$ cat src/rtl/cache_arbiter.sv
// Two-requester round-robin front end for a single-ported cache with a registered hit/data return.
// One access is in flight at a time; writes are abandoned if the cache does not accept within WRITE_TIMEOUT cycles.
module cache_arbiter #(
  parameter int WRITE_TIMEOUT = 4,
  parameter int DATA_W        = 32,
  parameter int ADDR_W        = 8
) (
  input  logic              clock,
  input  logic              reset_n,
  input  logic              req0,
  input  logic              req1,
  input  logic              we0,
  input  logic              we1,
  input  logic [ADDR_W-1:0] addr0,
  input  logic [ADDR_W-1:0] addr1,
  input  logic [DATA_W-1:0] wdata0,
  input  logic [DATA_W-1:0] wdata1,
  output logic              done0,
  output logic              done1,
  output logic              hit_o,
  output logic [DATA_W-1:0] rdata_o,
  output logic [ADDR_W-1:0] c_addr,
  output logic [DATA_W-1:0] c_val,
  output logic              c_read,
  output logic              c_write,
  input  logic              c_hit,
  input  logic [DATA_W-1:0] c_out_val
);

  typedef enum logic [2:0] {
    IDLE, RD_ISSUE, RD_WAIT, WR_ISSUE, WR_WAIT, DONE
  } state_t;

  localparam logic [3:0] TMO = 4'(WRITE_TIMEOUT);

  state_t            state_q;
  logic              gnt_q;
  logic              last_q;
  logic [ADDR_W-1:0] addr_q;
  logic [DATA_W-1:0] wdata_q;
  logic [3:0]        cnt_q;
  logic              hit_q;
  logic [DATA_W-1:0] rdata_q;
  logic              done0_q;
  logic              done1_q;
  logic              c_read_q;
  logic              c_write_q;

  logic              pick1;
  logic              any_req;
  logic [3:0]        cnt_d;
  logic              sel_we;
  logic [ADDR_W-1:0] sel_addr;
  logic [DATA_W-1:0] sel_wdata;

  // On a tie the requester that did not win last time is chosen.
  always_comb begin
    any_req   = req0 | req1;
    pick1     = req1 & (~req0 | ~last_q);
    sel_we    = pick1 ? we1    : we0;
    sel_addr  = pick1 ? addr1  : addr0;
    sel_wdata = pick1 ? wdata1 : wdata0;
    cnt_d     = cnt_q + 4'd1;
  end

  always_ff @(posedge clock or negedge reset_n) begin
    if (!reset_n) begin
      state_q   <= IDLE;
      gnt_q     <= 1'b0;
      last_q    <= 1'b1;
      addr_q    <= '0;
      wdata_q   <= '0;
      cnt_q     <= 4'd0;
      hit_q     <= 1'b0;
      rdata_q   <= '0;
      done0_q   <= 1'b0;
      done1_q   <= 1'b0;
      c_read_q  <= 1'b0;
      c_write_q <= 1'b0;
    end else begin
      done0_q   <= 1'b0;
      done1_q   <= 1'b0;
      c_read_q  <= 1'b0;
      c_write_q <= 1'b0;
      case (state_q)
        IDLE: begin
          if (any_req) begin
            gnt_q   <= pick1;
            last_q  <= pick1;
            addr_q  <= sel_addr;
            wdata_q <= sel_wdata;
            cnt_q   <= 4'd0;
            if (sel_we) begin
              state_q   <= WR_ISSUE;
              c_write_q <= 1'b1;
            end else begin
              state_q  <= RD_ISSUE;
              c_read_q <= 1'b1;
            end
          end
        end
        RD_ISSUE: state_q <= RD_WAIT;
        RD_WAIT: begin
          hit_q   <= c_hit;
          rdata_q <= c_out_val;
          done0_q <= ~gnt_q;
          done1_q <= gnt_q;
          state_q <= DONE;
        end
        WR_ISSUE: state_q <= WR_WAIT;
        // A hit on the final wait cycle still counts as accepted.
        WR_WAIT: begin
          if (c_hit) begin
            hit_q   <= 1'b1;
            done0_q <= ~gnt_q;
            done1_q <= gnt_q;
            state_q <= DONE;
          end else if (cnt_d == TMO) begin
            hit_q   <= 1'b0;
            done0_q <= ~gnt_q;
            done1_q <= gnt_q;
            state_q <= DONE;
          end else begin
            cnt_q <= cnt_d;
          end
        end
        DONE:    state_q <= IDLE;
        default: state_q <= IDLE;
      endcase
    end
  end

  assign done0   = done0_q;
  assign done1   = done1_q;
  assign hit_o   = hit_q;
  assign rdata_o = rdata_q;
  assign c_addr  = addr_q;
  assign c_val   = wdata_q;
  assign c_read  = c_read_q;
  assign c_write = c_write_q;

endmodule

$ cat config.mk
export PLATFORM = sky130hd
export DESIGN_NAME = cache_arbiter
export DESIGN_NICKNAME = d
export VERILOG_FILES = /design/src/rtl/cache_arbiter.sv
export SDC_FILE = /design/constraint.sdc
export NUM_CORES = 1
export LEC_CHECK = 0
export CORE_UTILIZATION = 44
export CTS_CLUSTER_SIZE = 30
export DETAILED_ROUTE_END_ITERATION = 8
export PLACE_DENSITY_LB_ADDON = 0.1
export SYNTH_ARGS = -nofsm -noshare
export SYNTH_HDL_FRONTEND = slang
export SYNTH_SLANG_ARGS = --single-unit
$ cat constraint.sdc
create_clock -name clock -period 3.74 [get_ports clock]
set_input_delay 0.374 -clock clock [delete_from_list [all_inputs] [get_ports clock]]
set_output_delay 0.374 -clock clock [all_outputs]
set_load 0.01 [all_outputs]
==> impl_metrics.env, run 1 <==
export IMPL_final_core_util_pct=70.39
export IMPL_num_vias=3051
export IMPL_grt_pass1_wl_um=13860
export IMPL_endpoint_kind="flip-flop"
export IMPL_finalWorstPathRequiredPeriod_ps=2036
export IMPL_critPathRequiredTime_ps=4000
export IMPL_count_of_unresolved_drc_violations_after_routing=0
export IMPL_yosys_warnings=0
export IMPL_switching_share_pct=32.40
export IMPL_postSynthNetCount=436
export IMPL_ys_seq_elements=86
export IMPL_num_nets_final=629
export IMPL_finalInstanceArea_um2=6108
export IMPL_antenna_cells=0
export IMPL_startpoint_type="flip-flop"
export IMPL_worst_pin_slew_ps=817.5
export IMPL_antenna_found_initial=0
export IMPL_power_static_leakage_uw=0.002704
export IMPL_tritoncts="yes"
export IMPL_die_width_um=96.41
export IMPL_placed_cell_area_um2=5884
export IMPL_hold_path_class="in -> async"
export IMPL_synth_largest_area_cell="dfrtp_1"
export IMPL_critical_path_startpoint="state_q[2]"
export IMPL_detail_route_iter0_violations=111
export IMPL_worstSetupPathType="reg -> reg"
export IMPL_switchingPower_uw=1487
export IMPL_rsz_0062_raised_after_global_routing="false"
export IMPL_totalNegativeSetupSlack_ps=0
export IMPL_max_slew_margin_pct=45.50
export IMPL_grt_most_used_layer="met2"
export IMPL_floorplan_initialDensity_pct=45.18
export IMPL_outcome="complete, no violations"
export IMPL_synth_area_top_cells="dfrtp_1, mux2_4, mux2i_1, nand2_1, o21ai_0"
export IMPL_cts_hold_buffers_added=0
export IMPL_hold_ws_ps=125.5
export IMPL_cellInternalPower_uw=3102
export IMPL_pwr_share_clk_pct=15.7
export IMPL_syn_to_final_growth_pct=55.78
export IMPL_syn_mean_instance_area_um2=12.45
export IMPL_number_of_buffers_created_by_cts=9
export IMPL_synth_cells=315
export IMPL_crit_path_max_incr_delay_ps=740
export IMPL_post_drt_antenna_nets=0
export IMPL_slowest_stage="or3b_2"
export IMPL_core_area_um2=8678
export IMPL_placer_congestion_estimate=0.7969
export IMPL_wirelength_um=9212
export IMPL_h_tree_lvls=3
export IMPL_setup_viol=0
export IMPL_number_of_global_route_vias_before_repair=2948
export IMPL_floorplan_die_height_um=96.41
export IMPL_netlist_cell_type_count=41
export IMPL_number_of_top_level_pins=196
export IMPL_combinationalPowerShare_pct=48.6
export IMPL_fmax_mhz=491.2
export IMPL_worst_ep_arrival_time_ps=2300
export IMPL_clock_tree_root_cell="clkbuf_8"
export IMPL_critPathBufInv=1
export IMPL_clkSinkCount=86
export IMPL_power_density_nw_per_um2=751.3
export IMPL_groute_layer_met2_usage_pct=31.80
export IMPL_seqPwrFrac_pct=35.8
export IMPL_met3_usage_pct=6.103
export IMPL_grt_overflow_total=0
export IMPL_hpwlAfterDp_um=6875
export IMPL_route_detailed_wl_per_inst_um=14.83
export IMPL_gr_usage_met1_pct=24.35
export IMPL_worstPathMaxFanout=20
export IMPL_slew_viol_final=0
export IMPL_post_route_period_util_pct=54.44
export IMPL_avgViaCountPerCell=4.913
export IMPL_clk_pin_slew_ps=90
export IMPL_fp_dieArea_um2=9294
export IMPL_timing_rr_start="state_q[2]"
export IMPL_path_cells="or3b_2, buf_4, and3_2, nor3b_1"
export IMPL_synthesis_area_um2=3921
export IMPL_cpLargestDelayFamily="simple AND/OR/NAND/NOR gates"
export IMPL_cts_setup_buffers=0
export IMPL_fp_row_count=34
export IMPL_drive_above_1_share_pct=11.70
export IMPL_port_buffers=195
export IMPL_cts_resized=0
export IMPL_drtPass1Iterations=4
export IMPL_grt_max_degree=87
export IMPL_grt_use_total_pct=19.50
export IMPL_worst_ir_drop_vdd_v=0.0003162
export IMPL_max_cap_violations=0
export IMPL_synth_largest_type_area_fraction_pct=54.24
export IMPL_clock_latency_ps=340
export IMPL_skew_ps=9.045
export IMPL_clock_path_buffers=2
export IMPL_synth_sequential_area_ratio_pct=54.91
export IMPL_final_hold_violation_count=0
==> path summary, 6_finish.rpt <==
| check | to | slack (ps) | depth (start not counted) |
|---|---|---|---|
| max | done0 | 1700 | 4 |
| min | rdata_o[23] | 130 | 1 |
| max reg2reg | done0 | 1700 | 4 |
| min in group clock | done0 | 480 | 1 |
| max in group asynchronous | last_q | 2770 | 2 |
| min reg2reg | done0 | 480 | 1 |
==> worst reg2reg max path, stage by stage, from the launching register on <==
cell     delay [ps]
dfrtp_1         460
or3b_2          740
buf_4           350
and3_2          230
nor3b_1         170
==> synthesized netlist by cell type <==
master and n:
o31ai_1 1, nor3b_1 1, buf_4 4, a211oi_1 2, a31oi_1 3, or2_2 1
inv_1 4, buf_6 6, buf_12 3, a21oi_1 3, a22o_1 1, o21ai_0 26
o2111ai_1 1, mux2_4 29, a21o_2 1, and3_2 1, clkbuf_1 4, mux2i_1 43
ha_1 2, dfrtp_1 85, and3_1 1, nand2_1 47, nand4_1 1, o32ai_1 1
nor3_1 5, o21ai_1 16, dfstp_2 1, a21boi_0 1, a22oi_1 1, mux2_2 3
nand2b_1 1, nor2b_1 2, nand3_1 2, o211ai_1 1, and4b_1 1, or3b_1 1
nor4b_1 1, o21ai_2 1, o21a_1 1, buf_2 1, nor2_1 5
==> cell families after synthesis <==
family	count (synthesis)	share of synthesized area, %
simple gates	70	7.914
flops	86	54.91
compound gates	60	8.679
buf+inv	22	4.913
fa+ha+maj	2	0.6381
mux	75	22.94
==> placed cells by master, fill, tap and decap left out, drive strengths merged, types with 4 or more instances in the layout <==
cell type and count:
buf 6, clkbuf 11, clkdlybuf4s50 194, dfrtp 85, inv 4, mux2 32
mux2i 43, nand2 47, nor2 5, nor3 5, o21ai 43
==> state kept, by name (all words and copies together), names as in the netlist <==
| name | flops |
|---|---|
| c_val | 32 |
| rdata_o | 32 |
| c_addr | 8 |
| cnt_q | 4 |
| state_q | 3 |
| c_read | 1 |
| c_write | 1 |
| done0 | 1 |
| done1 | 1 |
| gnt_q | 1 |
| hit_o | 1 |
| last_q | 1 |
==> final cells by class <==
cell class / count / area [um2]
clock inverters: 5 / 82.58
multi-input cells: 207 / 1594
well taps: 108 / 135.1
inverters: 4 / 15.01
flip-flops and latches: 86 / 2153
repair buffers: 200 / 1987
fillers: 671 / 2570
clock buffers: 11 / 141.4
==> routing by layer <==
metal	share of wire, %	vias to the layer above	wire (um)
met1	42	1410	3849
met2	47	134	4284
met5	0	-	0
met3	9.8	13	905
met4	1.9	0	174
li1	-	1494	-
==> power groups by stage <==
stage               combinational [uW]  clock, uW  sequential [uW]
detailed placement                2250          0             1660
floorplan                         1020          0             1830
global placement                  2210          0             1640
finish                            2230        719             1640
CTS                               2260        739             1650
global route                      2430        776             1700
==> metrics by stage <==
stage	instances	setup WS [ps]	power, uW
floorplan	315	2194	2848
global placement	605	1629	3851
detailed placement	605	1540	3911
CTS	621	1693	4646
global route	621	1608	4907
finish	621	1704	4589
Power figures use the tool's default switching activity.
==> inputs of run 2 (changes only) <==
CORE_UTILIZATION = 36   (was 44)
clock period = 1.87 ns   (was 3.74 ns; I/O delays follow)
==> impl_metrics.env, run 2 (synthesis results as in run 1) <==
export IMPL_clkSinkCount=86
export IMPL_power_density_nw_per_um2=1479
export IMPL_cpLargestDelayFamily="compound AO/OA/AOI/OAI gates"
export IMPL_critical_path_startpoint="cnt_q[0]"
export IMPL_finalInstanceArea_um2=6251
export IMPL_number_of_global_route_vias_before_repair=3104
export IMPL_clk_pin_slew_ps=80
export IMPL_power_static_leakage_uw=0.002767
export IMPL_num_vias=3083
export IMPL_skew_ps=7.837
export IMPL_finalWorstPathRequiredPeriod_ps=1689
export IMPL_setup_worst_path_end="cnt_q[0]"
export IMPL_critPathRequiredTime_ps=2150
export IMPL_avgViaCountPerCell=4.700
export IMPL_final_hold_violation_count=0
export IMPL_slew_viol_final=0
export IMPL_num_nets_final=637
export IMPL_h_tree_lvls=3
export IMPL_crit_path_max_incr_delay_ps=440
export IMPL_startpoint_type="flip-flop"
export IMPL_die_width_um=106.4
export IMPL_placer_congestion_estimate=0.7310
export IMPL_worst_ir_drop_vdd_v=0.0008084
export IMPL_clock_tree_root_cell="clkbuf_8"
export IMPL_endpoint_kind="flip-flop"
export IMPL_fp_row_count=37
export IMPL_fmax_mhz=592.2
export IMPL_port_buffers=195
export IMPL_max_cap_violations=0
export IMPL_antenna_found_initial=0
export IMPL_grt_pass1_wl_um=15870
export IMPL_most_used_cells_in_the_layout_excluding_fill_and_tap_cells="clkdlybuf4s50_1, dfrtp_1, nand2_1"
export IMPL_timing_rr_start="cnt_q[0]"
export IMPL_hpwlAfterDp_um=7250
export IMPL_rsz_0062_raised_after_global_routing="false"
export IMPL_multi_input_combinational_cell_area_um2=1602
export IMPL_layout_cells_most_common="clkdlybuf4s50_1"
export IMPL_cts_setup_buffers=0
export IMPL_number_of_top_level_pins=196
export IMPL_number_of_buffers_created_by_cts=9
export IMPL_route_detailed_wl_per_inst_um=14.87
export IMPL_grt_max_degree=67
export IMPL_num_fill_cells=910
export IMPL_max_slew_margin_pct=70.28
export IMPL_tritoncts="yes"
export IMPL_setup_viol=0
export IMPL_totalNegativeSetupSlack_ps=0
export IMPL_antenna_cells=0
export IMPL_worstPathMaxFanout=6
export IMPL_slowest_stage="dfrtp_1"
export IMPL_clock_path_buffers=2
export IMPL_core_area_um2=10460
export IMPL_worst_path_stages=5
export IMPL_crit_reg2reg_capture="cnt_q[0]"
export IMPL_clock_latency_ps=360
export IMPL_detail_route_iter0_violations=75
export IMPL_count_of_unresolved_drc_violations_after_routing=0
export IMPL_worstSetupPathType="reg -> reg"
export IMPL_worst_pin_slew_ps=439.5
export IMPL_worst_ep_arrival_time_ps=1960
export IMPL_final_seq_area_um2=2153
export IMPL_drtPass1Iterations=4
export IMPL_floorplan_die_height_um=106.4
export IMPL_grt_use_total_pct=18.32
export IMPL_placed_cell_area_um2=6035
export IMPL_fp_dieArea_um2=11310
export IMPL_syn_to_final_growth_pct=59.41
export IMPL_post_drt_antenna_nets=0
export IMPL_post_route_period_util_pct=90.30
export IMPL_wirelength_um=9753
export IMPL_floorplan_initialDensity_pct=37.48
export IMPL_worst_r2r_cell_count=5
export IMPL_grt_overflow_total=0
export IMPL_path_cells="ha_1, nor2b_1, a31oi_1, nand3_1, a22oi_1"
export IMPL_drive_above_1_share_pct=13.08
export IMPL_hold_path_class="in -> async"
export IMPL_rrSetupSlack_ps=180
export IMPL_critPathBufInv=0
export IMPL_outcome="complete, no violations"
[run 2: what timing repair did]
item	CTS	global route
hold endpoints to repair	20	0
gates resized for setup	0	2
endpoints found under the setup margin	0	3
hold buffers	1	0
[run 2: metrics by stage]
step | util (%) | power, uW | hold slack [ps] | worst slack, ps | cells
detailed placement | 57.68 | 7999 | 87.37 | 104.7 | 640
floorplan | - | 5695 | -108.6 | 323.6 | 315
CTS | 59.67 | 9377 | 227.0 | 87.44 | 656
finish | 59.75 | 9244 | 241.7 | 181.4 | 656
global route | 59.75 | 9920 | 242.5 | 54.14 | 656
global placement | 57.68 | 7910 | 91.20 | 260.3 | 640
[run 2: per-layer routing]
layer	up-vias	track usage, %	part of all wire [%]
li1	1503	-	-
met1	1412	23.35	43
met2	150	27.27	44
met3	18	7.357	11
met4	0	8.036	2.1
met5	-	0	0
[run 2: worst min path at each step]
| stage | startpoint | end | slack, ps | depth (start not counted) |
|---|---|---|---|---|
| after floorplan | reset_n | c_addr[0] | -110 | 0 |
| after global placement | reset_n | rdata_o[1] | 90 | 1 |
| after detailed placement | reset_n | rdata_o[1] | 90 | 1 |
| after CTS | reset_n | rdata_o[6] | 230 | 2 |
| after global routing | reset_n | rdata_o[1] | 240 | 2 |
| final | reset_n | rdata_o[1] | 240 | 2 |
[run 2: layout make-up]
type,count,share of cell area (%)
well taps,136,2.722
clock inverters,3,0.7006
multi-input cells,207,25.62
inverters,4,0.2402
flip-flops and latches,86,34.45
repair buffers,208,33.79
clock buffers,12,2.482
[run 2: power by group]
group	total, uW	switching (uW)	internal (uW)
Clock	1320	636	684
Combinational	4640	1830	2800
Sequential	3290	523	2770
